--- src/rtl/mem_path_mux_pkg.sv ---
// rtl/mem_path_mux_pkg.sv - shared constants and select encodings for the memory path
//
// Contents:
//   DATA_W, IMM_W          default address/data and move-immediate widths
//   SEL_ADD_PASS/HOLD      address bus select encodings
//   SEL_LDR_ALU/RAM        load multiplexer select encodings
package mem_path_mux_pkg;

    localparam int DATA_W = 32;
    localparam int IMM_W  = 16;

    localparam logic SEL_ADD_PASS = 1'b0;
    localparam logic SEL_ADD_HOLD = 1'b1;

    localparam logic SEL_LDR_ALU = 1'b0;
    localparam logic SEL_LDR_RAM = 1'b1;

endpackage

--- src/rtl/mem_path_mux_ldr_mux.sv ---
// rtl/mem_path_mux_ldr_mux.sv - 2:1 load mux with a zero-extending A leg
//
// Ports:
//   a    in  A_W  non-memory source, zero-extended to W
//   b    in  W    RAM read data
//   sel  in  1    SEL_LDR_ALU selects a, SEL_LDR_RAM selects b
//   y    out W    selected data
module mem_path_mux_ldr_mux
    import mem_path_mux_pkg::*;
#(
    parameter int W   = DATA_W,
    parameter int A_W = DATA_W
) (
    input  logic [A_W-1:0] a,
    input  logic [W-1:0]   b,
    input  logic           sel,
    output logic [W-1:0]   y
);

    logic [W-1:0] a_ext;

    // Size cast of an unsigned vector fills the upper bits with zeros.
    assign a_ext = W'(a);

    // Only the selected leg reaches y, so an X on the other leg stays hidden.
    always_comb begin
        y = '0;
        case (sel)
            SEL_LDR_ALU: y = a_ext;
            SEL_LDR_RAM: y = b;
            default:     y = '0;
        endcase
    end

endmodule

--- src/rtl/mem_path_mux.sv ---
// rtl/mem_path_mux.sv - memory-stage address bus with hold register and writeback load muxes
//
// Ports:
//   clk         in  1       rising-edge clock for the address hold register
//   Reset       in  1       async active-high; clears addr_q and forces out_add to 0
//   SR1         in  DATA_W  source-register value used as the address
//   sel_add     in  1       0 = pass SR1 and capture it, 1 = drive held address
//   ALU_result  in  DATA_W  ALU output
//   RAM_out     in  DATA_W  RAM read data
//   IV_Mov      in  IMM_W   move immediate
//   sel_LDR     in  1       0 = non-memory source, 1 = RAM_out
//   out_add     out DATA_W  RAM address
//   out_LDR     out DATA_W  writeback data for ALU and LDR instructions
//   out_ADR     out DATA_W  data for ADR and STR paths
module mem_path_mux
    import mem_path_mux_pkg::*;
#(
    parameter int DATA_W = mem_path_mux_pkg::DATA_W,
    parameter int IMM_W  = mem_path_mux_pkg::IMM_W
) (
    input  logic              clk,
    input  logic              Reset,
    input  logic [DATA_W-1:0] SR1,
    input  logic              sel_add,
    input  logic [DATA_W-1:0] ALU_result,
    input  logic [DATA_W-1:0] RAM_out,
    input  logic [IMM_W-1:0]  IV_Mov,
    input  logic              sel_LDR,
    output logic [DATA_W-1:0] out_add,
    output logic [DATA_W-1:0] out_LDR,
    output logic [DATA_W-1:0] out_ADR
);

    logic [DATA_W-1:0] addr_q;

    // Capture follows the pass-through: whatever is driven while passing
    // becomes the address held once sel_add switches to hold.
    always_ff @(posedge clk or posedge Reset) begin
        if (Reset) begin
            addr_q <= '0;
        end else if (sel_add == SEL_ADD_PASS) begin
            addr_q <= SR1;
        end
    end

    // Reset overrides the pass path too, so out_add is 0 as soon as Reset rises.
    always_comb begin
        out_add = '0;
        if (!Reset) begin
            case (sel_add)
                SEL_ADD_PASS: out_add = SR1;
                SEL_ADD_HOLD: out_add = addr_q;
                default:      out_add = '0;
            endcase
        end
    end

    mem_path_mux_ldr_mux #(
        .W   (DATA_W),
        .A_W (DATA_W)
    ) u_ldr_alu_ram (
        .a   (ALU_result),
        .b   (RAM_out),
        .sel (sel_LDR),
        .y   (out_LDR)
    );

    mem_path_mux_ldr_mux #(
        .W   (DATA_W),
        .A_W (IMM_W)
    ) u_ldr_imm_ram (
        .a   (IV_Mov),
        .b   (RAM_out),
        .sel (sel_LDR),
        .y   (out_ADR)
    );

endmodule

--- config.mk ---
export PLATFORM = sky130hd
export DESIGN_NAME = mem_path_mux
export DESIGN_NICKNAME = d
export VERILOG_FILES = /design/src/rtl/mem_path_mux_pkg.sv /design/src/rtl/mem_path_mux_ldr_mux.sv /design/src/rtl/mem_path_mux.sv
export SDC_FILE = /design/constraint.sdc
export NUM_CORES = 1
export LEC_CHECK = 0
export ABC_AREA = 1
export CAP_MARGIN = 40
export CORE_AREA = 3 3 94 96
export CTS_BUF_LIST = sky130_fd_sc_hd__clkbuf_4 sky130_fd_sc_hd__clkbuf_8
export DETAILED_ROUTE_END_ITERATION = 12
export DIE_AREA = 0 0 97 99
export PLACE_DENSITY = 0.82
export SYNTH_ARGS = -nofsm -noshare
export SYNTH_HDL_FRONTEND = slang
export SYNTH_HIERARCHICAL = 1
export SYNTH_SLANG_ARGS = --single-unit
--- constraint.sdc ---
create_clock -name clk -period 1.9 [get_ports clk]
set_clock_uncertainty 0.2 [all_clocks]
set_input_delay 0.38 -clock clk [delete_from_list [all_inputs] [get_ports clk]]
set_output_delay 0.38 -clock clk [all_outputs]
set_load 0.005 [all_outputs]
==> key figures <==
Pwr
  • Static leakage power: 0.00296 uW
  • Maximum ir drop on the vdd rail: 374 uV
  • PwrDens: 477 nW/um^2

Layout
  • Final #Nets: 788
  • Largest register by flop count: addr_q
  • Final antenna diode count: 0
  • Area taken by flip-flops and latches: 801 um^2
  • Area growth, synth to finish: 75.5%
  • Largest registers: addr_q x32
  • Design area: 4930 um^2
  • Fillcell total: 762
  • Multi-input combinational cell area: 1330 um^2
  • Final core utilization: 60.6%
  • Layout cells sized above 1: 23.8%
  • Flip-flop count of the largest register, all copies and words added: 32

Die
  • Placement row count: 33
  • Placeable core region: 8130 um^2
  • Ports placed on the boundary: 212
  • Initial core utilization: 34.5%
  • Total die area: 9600 um^2
  • Horizontal die dimension: 97 um
  • Die Y: 99 um

Critical path
  • Slowest library cell on the worst path: sky130_fd_sc_hd__clkdlybuf4s50_1
  • Data required time at the worst endpoint: 1.32 ns
  • Most frequent cell on the critical path: sky130_fd_sc_hd__nand2_1
  • Largest incremental delay on the critical path: 0.48 ns
  • Cell family contributing the most delay on the critical path: buffers and inverters
  • Path type of the worst setup path: primary input to output pin
  • Kind of launch point of the worst setup path: primary input
  • Critical path buffer and inverter count: 2
  • Maximum fanout encountered on the critical timing path: 2
  • Endpoint kind of the worst setup timing path: output pin
  • Worst-path cell chain: clkdlybuf4s50_1 -> nand2_1 -> nand2_1 -> clkdlybuf4s15_1
  • Arrival time of the worst setup path: 1.28 ns

Timing
  • Worst slew slack as a fraction of its limit: 84.5%
  • Worst Hold Margin: 0.142 ns
  • Slew Viols, Final: 0
  • Highest Clock Rate: 0.538 GHz
  • Period utilisation layout: 97.9%
  • Final Critical Period: 1.86 ns
  • Hold Violations, Final: 0
  • Final number of setup-violating endpoints: 0
  • Slew @ Worst Pin: 0.233 ns
  • RSZ-0062 raised after global routing: no
  • Setup slack of the critical path after layout: 0.0396 ns

Placement
  • Number of I/O port buffers: 211
  • Post-Place Setup Slack: -0.679 ns
  • HPWL after detailed placement: 8.45 mm
  • GP Congestion: 0.922
  • Cell area reported after detailed placement: 4990 um^2

Detailed routing
  • Iteration-0 DRC Markers: 86
  • Antenna-violating nets left: 0
  • Vias per std cell: 4.19
  • Avg WL per Cell: 13.2 um
  • Number of DRC violations after detailed routing: 0
  • Number of optimization iterations in the first detailed-route pass: 4
  • Routed Wire Length: 10.3 mm
  • DR vias: 3260

Logic synthesis
  • Net count after synthesis: 575
  • Proportion of synthesized chip area in sequential cells: 28.5%
  • Synthesized flop and latch total: 32
  • Cells after Synth: 459
  • Yosys Warn Count: 6
  • Mapped cell area: 2810 um^2
  • Post-synthesis area per instance: 6.12 um^2
  • Number of distinct library cells after synthesis: 13

Global route
  • First-pass GRT wire length: 16.7 mm
  • Vias in the first global route: 3315
  • Initial antenna violation count: 0
  • Largest net degree at the start of global routing: 26
  • Total track usage: 21.5%
  • Total overflow reported by the global router: 0

Clock tree
  • Clock-pin slew of the registers on the worst-case setup and hold paths: 0.07 ns
  • Count of hold buffers inserted by post-cts repair: 0
  • CTS buffer count: 5
  • Worst-case clock buffer depth: 2
  • Setup Fix Bufs, Post-CTS: 0
  • CTS H-tree lvls: 2
  • Insertion delay of the later-clocked pin in the worst-skew pair: 0.27 ns
  • Clock net sink count: 32
  • TritonCTS clock tree: done
  • Clock tree root driver cell: sky130_fd_sc_hd__clkbuf_8

Run status
  • Status: finished, final reports clean

Hold path
  • Worst min-delay path class: primary input to async pin

Flow run
  • Number of max-cap violations: 0
==> per-stage QoR <==
stage	TNS (ns)	total power [uW]	instances
floorplan	0	1190	459
global placement	-31.78	1790	769
detailed placement	-33.38	1810	769
CTS	0	2390	778
global route	0	2490	778
finish	0	2350	778
==> power by group <==
group	leakage, uW	switching, uW	internal, uW
clock	0.0000586	256	403
combinational	0.00255	428	505
sequential	0.000355	15.7	741
==> cells in the final DEF, fill, tap and decap left out <==
cell type | netlist | routed
sky130_fd_sc_hd__buf_6 | 9 | 3
sky130_fd_sc_hd__clkdlybuf4s15_1 | 0 | 8
sky130_fd_sc_hd__nand2_1 | 186 | 186
sky130_fd_sc_hd__dfrtp_1 | 32 | 32
sky130_fd_sc_hd__buf_2 | 4 | 4
sky130_fd_sc_hd__clkbuf_8 | 3 | 5
sky130_fd_sc_hd__inv_8 | 1 | 1
sky130_fd_sc_hd__nor2_1 | 2 | 2
sky130_fd_sc_hd__dlygate4sd2_1 | 0 | 60
sky130_fd_sc_hd__buf_12 | 1 | 4
sky130_fd_sc_hd__inv_1 | 113 | 113
sky130_fd_sc_hd__inv_4 | 2 | 1
sky130_fd_sc_hd__inv_6 | 0 | 1
sky130_fd_sc_hd__nand2_2 | 70 | 70
sky130_fd_sc_hd__clkdlybuf4s50_1 | 0 | 112
sky130_fd_sc_hd__buf_4 | 6 | 11
sky130_fd_sc_hd__clkbuf_4 | 0 | 1
sky130_fd_sc_hd__clkbuf_2 | 0 | 26
sky130_fd_sc_hd__nor2_2 | 30 | 30
sky130_fd_sc_hd__clkinv_2 | 0 | 1
sky130_fd_sc_hd__bufinv_16 | 0 | 2
==> routing by layer <==
metal	routed length, um	GRT usage, %	vias up
met3	783	5.31	13
met1	3900	23.9	1439
li1	-	-	1672
met5	0	0	-
met2	5390	40.7	136
met4	210	6.16	0
==> worst paths after layout <==
path / depth (start not counted) / endpoint / slack [ns] / from
setup / recovery: 4 / out_LDR[24] / 0.04 / RAM_out[24]
hold / removal: 4 / addr_q[22] / 0.14 / Reset
setup reg to reg: 5 / addr_q[3] / 0.90 / addr_q[3]
hold reg to reg: 4 / addr_q[28] / 0.35 / addr_q[28]
max in group asynchronous: 4 / addr_q[10] / 1.14 / Reset
min in group clk: 4 / addr_q[8] / 0.29 / sel_add
==> synthesized netlist by cell type <==
library cell,count,share of area (%)
sky130_fd_sc_hd__nand2_1,186,25
sky130_fd_sc_hd__inv_1,113,15
sky130_fd_sc_hd__nand2_2,70,16
sky130_fd_sc_hd__dfrtp_1,32,29
sky130_fd_sc_hd__nor2_2,30,6.7
sky130_fd_sc_hd__buf_6,9,3.6
sky130_fd_sc_hd__buf_4,6,1.6
sky130_fd_sc_hd__buf_2,4,0.71
sky130_fd_sc_hd__clkbuf_8,3,1.5
sky130_fd_sc_hd__inv_4,2,0.45
sky130_fd_sc_hd__nor2_1,2,0.27
sky130_fd_sc_hd__buf_12,1,0.71
sky130_fd_sc_hd__inv_8,1,0.40
==> worst min-delay path, delay by kind of cell <==
kind | cells | cell delay (ns)
buffers and inverters | 4 | 0.60
==> what timing repair did <==
action,4_1_cts,5_1_grt
endpoints found under the setup margin,96,35
cloned,1,0
pin swaps,1,1
resized for setup,124,50
==> logic make-up (layout without fill, tap and decap cells) <==
family	count (synthesis)	in the layout	synth area share (%)
buffers and inverters	139	353	24.1
flip-flops	32	32	28.5
AND/OR/NAND/NOR	288	288	47.4
==> cell type report <==
class | instances | share of cell area, %
Sequential cell | 32 | 16.2
Timing Repair inverter | 1 | 0.178
Clock inverter | 2 | 0.711
Clock buffer | 6 | 1.55
Tap cell | 105 | 2.67
Timing Repair Buffer | 228 | 42.1
Inverter | 116 | 9.57
Multi-Input combinational cell | 288 | 27.0
Note: power is estimated with default switching activity, not from simulation.
